==> src/rtl/soc_bus_decoder.sv <==
// Address decoder and transaction sequencer between a single core port and NUM_SLAVES slaves.
// Unmapped or timed-out accesses get a one-cycle error response and are logged.
module soc_bus_decoder #(
  parameter int NUM_SLAVES = 4,
  parameter logic [NUM_SLAVES*32-1:0] BASE_ADDRS =
    {32'h8000_0010, 32'h8000_0008, 32'h8000_0000, 32'h0000_0000},
  parameter logic [NUM_SLAVES*32-1:0] ADDR_MASKS =
    {32'hFFFF_FFFF, 32'hFFFF_FFF8, 32'hFFFF_FFFF, 32'hFFFF_E000},
  parameter int TIMEOUT_CYCLES = 255,
  parameter logic [31:0] DEFAULT_RDATA = 32'h0000_0000
) (
  input  logic                     clk,
  input  logic                     reset_n,
  input  logic                     mem_valid,
  input  logic [31:0]              mem_addr,
  output logic                     mem_ready,
  output logic [31:0]              mem_rdata,
  output logic [NUM_SLAVES-1:0]    slave_sel,
  input  logic [NUM_SLAVES-1:0]    slave_ready,
  input  logic [NUM_SLAVES*32-1:0] slave_rdata,
  output logic                     bus_err,
  output logic                     err_timeout,
  output logic [31:0]              err_addr,
  output logic [15:0]              err_count
);

  typedef enum logic [1:0] {IDLE, ACTIVE, ERR} state_t;

  state_t                state;
  logic [31:0]           cnt;
  logic [NUM_SLAVES-1:0] hit_onehot;
  logic                  hit;
  logic                  sel_ready;
  logic [31:0]           sel_rdata;
  logic                  timeout_now;
  logic                  enter_err;
  logic [15:0]           err_count_next;

  // Scan from the top so the lowest-index hit overwrites any higher one.
  always_comb begin
    hit_onehot = '0;
    for (int i = NUM_SLAVES - 1; i >= 0; i--) begin
      if ((mem_addr & ADDR_MASKS[32*i +: 32]) == BASE_ADDRS[32*i +: 32]) begin
        hit_onehot    = '0;
        hit_onehot[i] = 1'b1;
      end
    end
  end

  assign hit = |hit_onehot;

  // The registered one-hot select doubles as the stored slave index.
  always_comb begin
    sel_rdata = DEFAULT_RDATA;
    for (int i = 0; i < NUM_SLAVES; i++) begin
      if (slave_sel[i]) sel_rdata = slave_rdata[32*i +: 32];
    end
  end

  assign sel_ready   = |(slave_ready & slave_sel);
  assign timeout_now = (TIMEOUT_CYCLES > 0) && (cnt == 32'(TIMEOUT_CYCLES - 1));

  assign enter_err = ((state == IDLE) && mem_valid && !hit) ||
                     ((state == ACTIVE) && mem_valid && !sel_ready && timeout_now);

  assign err_count_next = (enter_err && (err_count != 16'hFFFF)) ? err_count + 16'd1 : err_count;

  always_ff @(posedge clk or negedge reset_n) begin
    if (!reset_n) begin
      state       <= IDLE;
      slave_sel   <= '0;
      cnt         <= '0;
      err_timeout <= 1'b0;
      err_addr    <= '0;
      err_count   <= '0;
    end else begin
      err_count <= err_count_next;
      case (state)
        IDLE: begin
          if (mem_valid) begin
            if (hit) begin
              state     <= ACTIVE;
              slave_sel <= hit_onehot;
              cnt       <= '0;
            end else begin
              state       <= ERR;
              err_addr    <= mem_addr;
              err_timeout <= 1'b0;
            end
          end
        end
        ACTIVE: begin
          // A withdrawn request or a completed one both return quietly to IDLE.
          if (!mem_valid || sel_ready) begin
            state     <= IDLE;
            slave_sel <= '0;
          end else if (timeout_now) begin
            state       <= ERR;
            slave_sel   <= '0;
            err_addr    <= mem_addr;
            err_timeout <= 1'b1;
          end else begin
            cnt <= cnt + 32'd1;
          end
        end
        ERR:     state <= IDLE;
        default: state <= IDLE;
      endcase
    end
  end

  always_comb begin
    mem_ready = 1'b0;
    mem_rdata = DEFAULT_RDATA;
    bus_err   = 1'b0;
    case (state)
      ACTIVE: begin
        if (mem_valid && sel_ready) begin
          mem_ready = 1'b1;
          mem_rdata = sel_rdata;
        end
      end
      ERR: begin
        mem_ready = 1'b1;
        bus_err   = 1'b1;
      end
      default: ;
    endcase
  end

endmodule

==> config.mk <==
export PLATFORM = sky130hd
export DESIGN_NAME = soc_bus_decoder
export DESIGN_NICKNAME = d
export VERILOG_FILES = /design/src/rtl/soc_bus_decoder.sv
export SDC_FILE = /design/constraint.sdc
export NUM_CORES = 1
export LEC_CHECK = 0
export ABC_AREA = 1
export CAP_MARGIN = 25
export CORE_AREA = 2 2 135 137
export CTS_BUF_LIST = sky130_fd_sc_hd__clkbuf_16
export DETAILED_ROUTE_END_ITERATION = 6
export DIE_AREA = 0 0 137 139
export GPL_ROUTABILITY_DRIVEN = 0
export PLACE_DENSITY = 0.69
export SLEW_MARGIN = 25
export SYNTH_ARGS = -nofsm -noshare
export SYNTH_HDL_FRONTEND = slang
export SYNTH_SLANG_ARGS = --single-unit
==> constraint.sdc <==
create_clock -name clk -period 2 [get_ports clk]
set_input_delay 0.4 -clock clk [delete_from_list [all_inputs] [get_ports clk]]
set_output_delay 0.4 -clock clk [all_outputs]
set_load 0.02 [all_outputs]
Word-level counts from Yosys, hierarchy flattened
Cells that the tools add are included.

Bits in registers: 87. Bits in latches: 0. Memory bits (writable): 0. Memory bits (read-only): 0. Bits of input ports: 167. Output and inout port bits: 87. Word-level logic and storage cells: 82. Memories kept: 0.

Add/subtract/negate cells: 2. Multiply operators: 0. Div/mod/pow operators: 0. Magnitude comparators: 0. Equal/unequal tests: 14. Shift operators: 0. Multiplexer cells: 38. Bitwise operators: 1. Reductions and logical operators: 21.

Operator list (number): 2-to-1 mux 32 bit (14); case mux 32 bit (2 select lines) (2); == test 32 bit (second input constant) (2); adder 32 x 1 -> 32 bit (second input constant) (1); == test 32 x 8 -> 1 bit (second input constant) (1); zero test 32 bit (1); 2-to-1 mux 4 bit (8); == test 29 bit (second input constant) (1); adder 16 x 1 -> 16 bit (second input constant) (1); != test 16 bit (second input constant) (1); != test 2 bit (second input constant) (6); AND reduction 5 bit (2); 2-to-1 mux 2 bit (4); case mux 4 bit (2 select lines) (1); OR reduction 4 bit (2); logical AND 1 bit (7); 2-to-1 mux 1 bit (6); bitwise AND 4 bit (1); case mux 1 bit (2 select lines) (2); case mux 2 bit (2 select lines) (1); AND reduction 4 bit (1); zero test 1 bit (3); != test 3 x 2 -> 1 bit (second input constant) (1); == test 2 x 1 -> 1 bit (second input constant) (1); 5 further kinds (6).

Depth between registers and ports, before layout
Gate-level depths: netlist (run 1).

Depth in word-level cells: 10. Gate-level depth with buffers: 14.

Worst setup path after synthesis (run 1)
No wires, ideal clock.

Kind: reg-to-output. Start point: register state[1]. End point: output mem_rdata[17]. Arrival: 1.872 ns. Data required time: 1.600 ns. Setup slack: -0.272 ns. Stages on the path, launching flop included: 9. Buffers on the path: 2. Path through: dfrtp_1 inv_1 ha_1 clkbuf_8 clkinv_1 nor2_1 nand2_1 clkbuf_1 nor3_1.

Word-level cells in the longest chain between the ends: 2.

RTL lines: start: declaration (RTL line 29) `state_t state;`; start signal: assignment (RTL line 70) `state <= IDLE;`; start signal: assignment (RTL line 82) `state <= ACTIVE;`; start signal: assignment (RTL line 86) `state <= ERR;`; == test 2 x 1 -> 1 bit (RTL line 116) `case (state)`; 2-to-1 mux 32 bit (RTL line 116); end: declaration (RTL line 17) `output logic [31:0] mem_rdata,`.

Every way passes these cells.

Worst setup path in the final report (run 1)
Start point: input slave_ready[2]. End point: output mem_rdata[15].

Word-level cells in the longest chain between the ends: 5.

RTL lines: start: declaration (RTL line 19) `input logic [NUM_SLAVES-1:0] slave_ready,`; bitwise AND 4 bit (RTL line 60) `assign sel_ready = |(slave_ready & slave_sel);`; OR reduction 4 bit (RTL line 60); logical AND 1 bit (RTL line 118) `if (mem_valid && sel_ready) begin`; 2-to-1 mux 32 bit (RTL line 118); 2-to-1 mux 32 bit (RTL line 116).

Every way passes these cells.

==> results of run 1 <==
[layout by cell type, fill, tap and decap left out, drive strengths merged, types with 3 or more instances in the layout]
cell type	n
or2	6
nand4	8
clkinvlp	4
o31ai	27
o21ai	67
nor3	36
dlymetal6s2s	4
dlygate4sd2	4
buf	161
ha	6
dfrtp	87
a21oi	66
clkbuf	14
nand3b	3
clkdlybuf4s50	210
xnor2	8
nand2	283
inv	78
nand3	39
nor2	177
nor4	7
xor2	29
[state kept, by name, summed over array words and instances (netlist names)]
register,cells
cnt,32
err_addr,32
err_count,16
err_timeout,1
slave_sel,4
state,2
[worst reg2reg max path: stages, from the launching register on]
cell,delay [ps]
dfrtp_2,440
buf_12,140
nand2_4,70
nand2_4,60
nor2_4,190
nor2_4,80
buf_4,140
buf_4,130
nor2_4,110
nand3_4,160
buf_12,230
nand2_1,80
o21ai_0,70
[worst max path at each step]
| stage | depth (start not counted) | end | from |
|---|---|---|---|
| 5_1_grt | 9 | mem_rdata[0] | slave_sel[1]$_DFFE_PN0P_ |
| 3_3_place_gp | 9 | mem_rdata[1] | slave_ready[1] |
| 4_1_cts | 7 | mem_rdata[28] | slave_sel[2]$_DFFE_PN0P_ |
| 3_5_place_dp | 9 | mem_rdata[1] | slave_ready[1] |
| 2_1_floorplan | 8 | mem_rdata[10] | state[1]$_DFFE_PN0P_ |
| 6_report | 9 | mem_rdata[15] | slave_ready[2] |
[metal layers]
metal	up-vias	GRT usage, %
met5	-	0
met4	0	7.87
met3	54	6.10
met2	262	42.5
met1	3663	34.3
li1	3842	-
[logic make-up after synthesis]
logic type	Yosys count
buffers and inverters	127
AO/OA/AOI/OAI	163
AND/OR/NAND/NOR	559
adder cells (fa/ha/maj)	6
XOR/XNOR	37
flip-flops	87
[power by group]
part | switching (mW) | internal (mW) | total (mW)
Clock | 0.733 | 1.09 | 1.82
Sequential | 0.275 | 2.12 | 2.40
Combinational | 1.73 | 1.65 | 3.37
Total | 2.73 | 4.86 | 7.59
[layout make-up]
| type | instances | area share, % |
|---|---|---|
| Inverter | 78 | 2.67 |
| Clock buffer | 9 | 2.00 |
| Multi-Input combinational cell | 766 | 38.0 |
| Tap cell | 229 | 2.55 |
| Clock inverter | 7 | 0.802 |
| Timing Repair Buffer | 385 | 34.6 |
| Sequential cell | 87 | 19.4 |
[metrics by stage]
stage	setup TNS (ps)	setup WS, ps	cells
6_report	-7490	-255	1561
5_1_grt	-17550	-315	1561
4_1_cts	-6400	-232	1547
3_5_place_dp	-48460	-779	1518
3_3_place_gp	-45600	-752	1518
2_1_floorplan	-2040	-88.9	979
[timing repair]
| action | in CTS | in global routing |
|---|---|---|
| buffers inserted | 10 | 7 |
| gates cloned | 4 | 7 |
| endpoints found under the setup margin | 54 | 121 |
| resized for setup | 245 | 164 |
| pin swaps | 16 | 30 |
==> out/results.ini, run 1 <==
[sta]
whs_ps=17.3
finalCritPeriodShare_pct=113
max_freq_mhz=443
hold_viol_final=0
finalWorstSetupSlack_ps=-255
rsz0062_at_grt=yes
worst_pin_slew_ps=476
finalSetupViolCount=45
maxSlewViolCount=0
slew_headroom_pct=68.3
fin_skew_ps=8.05
fin_crit_ps=2260

[critical_path]
critPathTopFamily=buffers and inverters
path_buf_inv=3
cp_slowest_cell=clkdlybuf4s50_1
reg2reg_from=slave_sel[1]$_DFFE_PN0P_
reg2reg_slack_ps=-20
r2r_end=err_addr[14]$_DFFE_PN0P_
cp_data_required_time_ps=1600
end_kind=output port
crit_type=in2out
crit_chain=clkdlybuf4s50_1 -> nand2_2 -> nand2_4 -> nor2_4 -> nor2_4 -> nand2_8 -> buf_12 -> nor2_1 -> buf_4
reg2reg_depth=12
critPathLaunchType=primary input
crit_top_cell=nor2_4
crit_fanout=8
arrival_ps=1860
critical_path.max_stage_delay_ps=470

[logic_synthesis]
synth_most_common_cell=nand2_1
yosysSeqAreaShare_pct=33.9
yosys-top-cells-count=nand2_1 (278), nor2_1 (168), dfrtp_1 (87)
yosysWarnings=0
synth_top_family_by_area=simple AND/OR/NAND/NOR gates
synth_xor_area_share_pct=5.05
synth_cell_types=36
muxShareOfSynthArea_pct=0
yosys.area_share.simple_pct=36.1
synth_area_um2=6420
avgSynthCellArea_um2=6.56
ys_seq_elements=87
yosysTopAreaCell=dfrtp_1
ys_async_sr_fraction_pct=100
netlist_instances=979
syn-num-nets=1152
synth_edf_count=0
synth-compound-area-share_pct=14.8
yosysTopAreaCellShare_pct=33.9
ys.flop_type=dfrtp_1
synth_area_leaders=dfrtp_1 (34%), nand2_1 (16%), nor2_1 (9.8%)
synth_adder_area_share_pct=1.17

[power_and_ir_drop]
p_leak_nw=4.84
ir_drop_uv=885
total_power_mw=7.59
p_per_area_nw_per_um2=676

[clock_tree]
clockBufferDepth=2
clk_latency_ps=350
root_buffer=clkbuf_16
clock_sinks=87
path_clk_slew_ps=60
htreeDepth=3
cts_hold_buf=0
tritoncts=yes
cts_made_buffers=9

[route]
drtIter0Drc=594
finalWirelength_mm=25.0
wl_met3_mm=1.45
drtPass1Iterations=5
antenna_left=0
top_layer=met4
drc_errors=0
wl_met1_mm=10.8
wl_per_cell_um=16.0
met2_length_mm=12.3
vias=7821
via_per_inst=5.01

[floorplan]
start_util_pct=36.3
rows=49
die_h_um=139
die-area_um2=19000
die_x_um=137
pin_count=254
core_area_um2=17700

[hold_path]
min_path_type=in2async

[cells_and_area]
fillerInstances=1554
area_delta_synth_final_pct=75.1
layout.nets=1500
post-route-cell-area_um2=11200
drive_above_1_share_pct=26.0
fin_util_pct=63.6
seq_area_um2=2180
num_antenna_cells=0
multiInputGateArea_um2=4270

[placed_design]
port-buffer-count=253
hpwl_mm=17.7
place_area_um2=9940

[global_routing]
grt_start_max_net_pins=51
antenna_found_initial=0
grt-ovfl-total=0
first_global_vias=7827
grt_pass1_wl_mm=39.5
grt_use_total_pct=26.1

[job]
drv_cap=0

[outcome]
status=finished with violations
violations=negative setup slack

No activity file was read; power rests on OpenSTA's default activity.
==> run 2: changes to the inputs <==
--- a/config.mk
+++ b/config.mk
@@ -7,12 +7,12 @@
 export LEC_CHECK = 0
 export ABC_AREA = 1
 export CAP_MARGIN = 25
-export CORE_AREA = 2 2 135 137
+export CORE_AREA = 2 2 123 125
 export CTS_BUF_LIST = sky130_fd_sc_hd__clkbuf_16
 export DETAILED_ROUTE_END_ITERATION = 6
-export DIE_AREA = 0 0 137 139
+export DIE_AREA = 0 0 125 127
 export GPL_ROUTABILITY_DRIVEN = 0
-export PLACE_DENSITY = 0.69
+export PLACE_DENSITY = 0.81
 export SLEW_MARGIN = 25
 export SYNTH_ARGS = -nofsm -noshare
 export SYNTH_HDL_FRONTEND = slang
==> run 2 against run 1 <==
The run ends with design-rule violations, negative setup slack left. Sequential share of layout area rose by 0.82 points. Non-clock buffer count fell by 32. Critical endpoint is now mem_rdata[28]. Highest routed layer unchanged. Critical path type is now reg2out. Power fell by 2.0%.
==> out/results.ini, run 2 (same netlist as run 1, synthesis figures left out) <==
[floorplan]
die_h_um=127  ; -8.6%
core_area_um2=14400  ; -18%
rows=44  ; -10%
die-area_um2=15900  ; -17%
pin_count=254  ; unchanged
start_util_pct=44.5  ; +8.1 points
die_x_um=125  ; -8.8%

[clock_tree]
clk_latency_ps=360  ; about the same
root_buffer=clkbuf_16
clockBufferDepth=2  ; unchanged
cts_made_buffers=9  ; unchanged
tritoncts=yes
htreeDepth=3  ; unchanged
clock_sinks=87  ; unchanged
path_clk_slew_ps=70  ; about the same

[job]
drv_cap=0  ; unchanged

[sta]
slew_headroom_pct=73.4  ; +5.2 points
worst_pin_slew_ps=395  ; -81.2 ps
fin_skew_ps=15.2  ; +7.20 ps
finalCritPeriodShare_pct=111  ; -1.4 points
finalSetupViolCount=33  ; -27%
max_freq_mhz=449  ; +1.2%
finalWorstSetupSlack_ps=-228  ; +27.3 ps
rsz0062_at_grt=yes
fin_crit_ps=2230  ; -27.3 ps
maxSlewViolCount=0  ; unchanged
hold_viol_final=0  ; unchanged

[route]
drtIter0Drc=677  ; +14%
wl_per_cell_um=17.4  ; +8.4%
drtPass1Iterations=7  ; +2
drc_errors=6  ; +6
antenna_left=0  ; unchanged
finalWirelength_mm=25.8  ; +3.1%
via_per_inst=5.33  ; +6.3%
vias=7909  ; +1.1%

[critical_path]
reg2reg_from=cnt[0]$_DFFE_PN0P_
startpoint=slave_sel[1]$_DFFE_PN0P_
crit_fanout=8  ; unchanged
arrival_ps=1830  ; -30 ps
critPathLaunchType=register
crit_chain=nand2_2 -> nand2_2 -> nor2_4 -> nor2_4 -> nand2_8 -> buf_16 -> nor3_4 -> buf_6
end_kind=output port
cp_slowest_cell=dfrtp_2
cp_data_required_time_ps=1600  ; about the same
crit_type=reg2out
critical_path.max_stage_delay_ps=470  ; about the same

[power_and_ir_drop]
ir_drop_uv=849  ; -4.0%
p_per_area_nw_per_um2=690  ; +2.1%
p_leak_nw=4.67  ; -3.4%
total_power_mw=7.44  ; -2.0%

[cells_and_area]
fillerInstances=1061  ; -32%
final_common_cell=nand2_1
layout.nets=1468  ; -2.1%
mostFrequentLayoutCells=nand2_1 (259), clkdlybuf4s50_1 (202), nor2_1 (130)
fin_cells=1485  ; -4.9%
reg_top3=cnt: 32 flops, err_addr: 32 flops, err_count: 16 flops
drive_above_1_share_pct=22.5  ; -3.4 points
area_delta_synth_final_pct=68.0

[global_routing]
grt_use_total_pct=30.1  ; +4.0 points
grt_pass1_wl_mm=38.7  ; -2.1%
grt_start_max_net_pins=44  ; -14%
antenna_found_initial=1  ; +1
grt-ovfl-total=0  ; unchanged
first_global_vias=7694  ; -1.7%

[hold_path]
hold_start=mem_addr[13]
min_path_type=in2reg

[outcome]
violations=design-rule violations, negative setup slack
status=finished with violations

[placed_design]
hpwl_mm=18.0  ; +1.2%
dp_slack_ps=-743  ; +36.1 ps
dp.cells=1452  ; -4.3%
port-buffer-count=253  ; unchanged

run 2: repair_timing:
action / in CTS / in global routing
gates resized for setup: 258 / 117
setup buffers: 3 / 2
hold buffers: 1 / 0
cloned: 2 / 10
pin swaps: 17 / 35
hold endpoints to repair: 20 / 0
endpoints found under the setup margin: 37 / 119
run 2: cell type report:
class | instances | area [um^2] | share of cell area [%]
Timing Repair Buffer | 353 | 3640 | 33.7
Multi-Input combinational cell | 766 | 4150 | 38.4
Antenna cell | 1 | 2.50 | 0.0232
Clock inverter | 7 | 55.1 | 0.511
Sequential cell | 87 | 2180 | 20.2
Tap cell | 184 | 230 | 2.14
Clock buffer | 9 | 225 | 2.09
Inverter | 78 | 304 | 2.82
run 2: per-stage QoR:
stage	hold WS [ps]	area (um^2)	util, %	TNS [ps]
after floorplan	104	6480	-	-2040
after detailed placement	317	9720	67.4	-39670
final	333	10800	74.7	-5870
after global placement	319	9720	67.4	-35060
after global routing	365	10800	74.7	-10700
after CTS	490	10300	71.2	-5500
run 2: critical path, delay by kind of cell (launching register included):
kind,cells,cell delay (ps)
DFF,1,470
and+or+nand+nor,6,670
buffers and inverters,2,330
run 2: worst paths after layout:
path | to | slack, ps | cells past startpoint
setup reg to reg | err_addr[30]$_DFFE_PN0P_ | 0 | 11
hold reg to reg | err_addr[16]$_DFFE_PN0P_ | 490 | 2
setup / recovery | mem_rdata[28] | -230 | 8
max in group asynchronous | slave_sel[3]$_DFFE_PN0P_ | 880 | 3
min in group asynchronous | cnt[5]$_DFFE_PN0P_ | 490 | 2
hold / removal | err_addr[13]$_DFFE_PN0P_ | 330 | 3
run 2: power breakdown:
| group | switching [mW] | internal [mW] | total, mW |
|---|---|---|---|
| logic | 1.79 | 1.68 | 3.46 |
| clock network | 0.765 | 0.855 | 1.62 |
| registers | 0.232 | 2.12 | 2.35 |
| total | 2.78 | 4.66 | 7.44 |
run 2: routing by layer:
layer  up-vias  global-route usage (%)  share of wire (%)  wire, um
li1       3780                       -                  -         -
met1      3741                    36.6                 40     10200
met2       321                    50.6                 50     12800
met3        67                    9.76                7.7      1980
met4         0                    10.5                2.9       760
met5         -                       0                  0         0
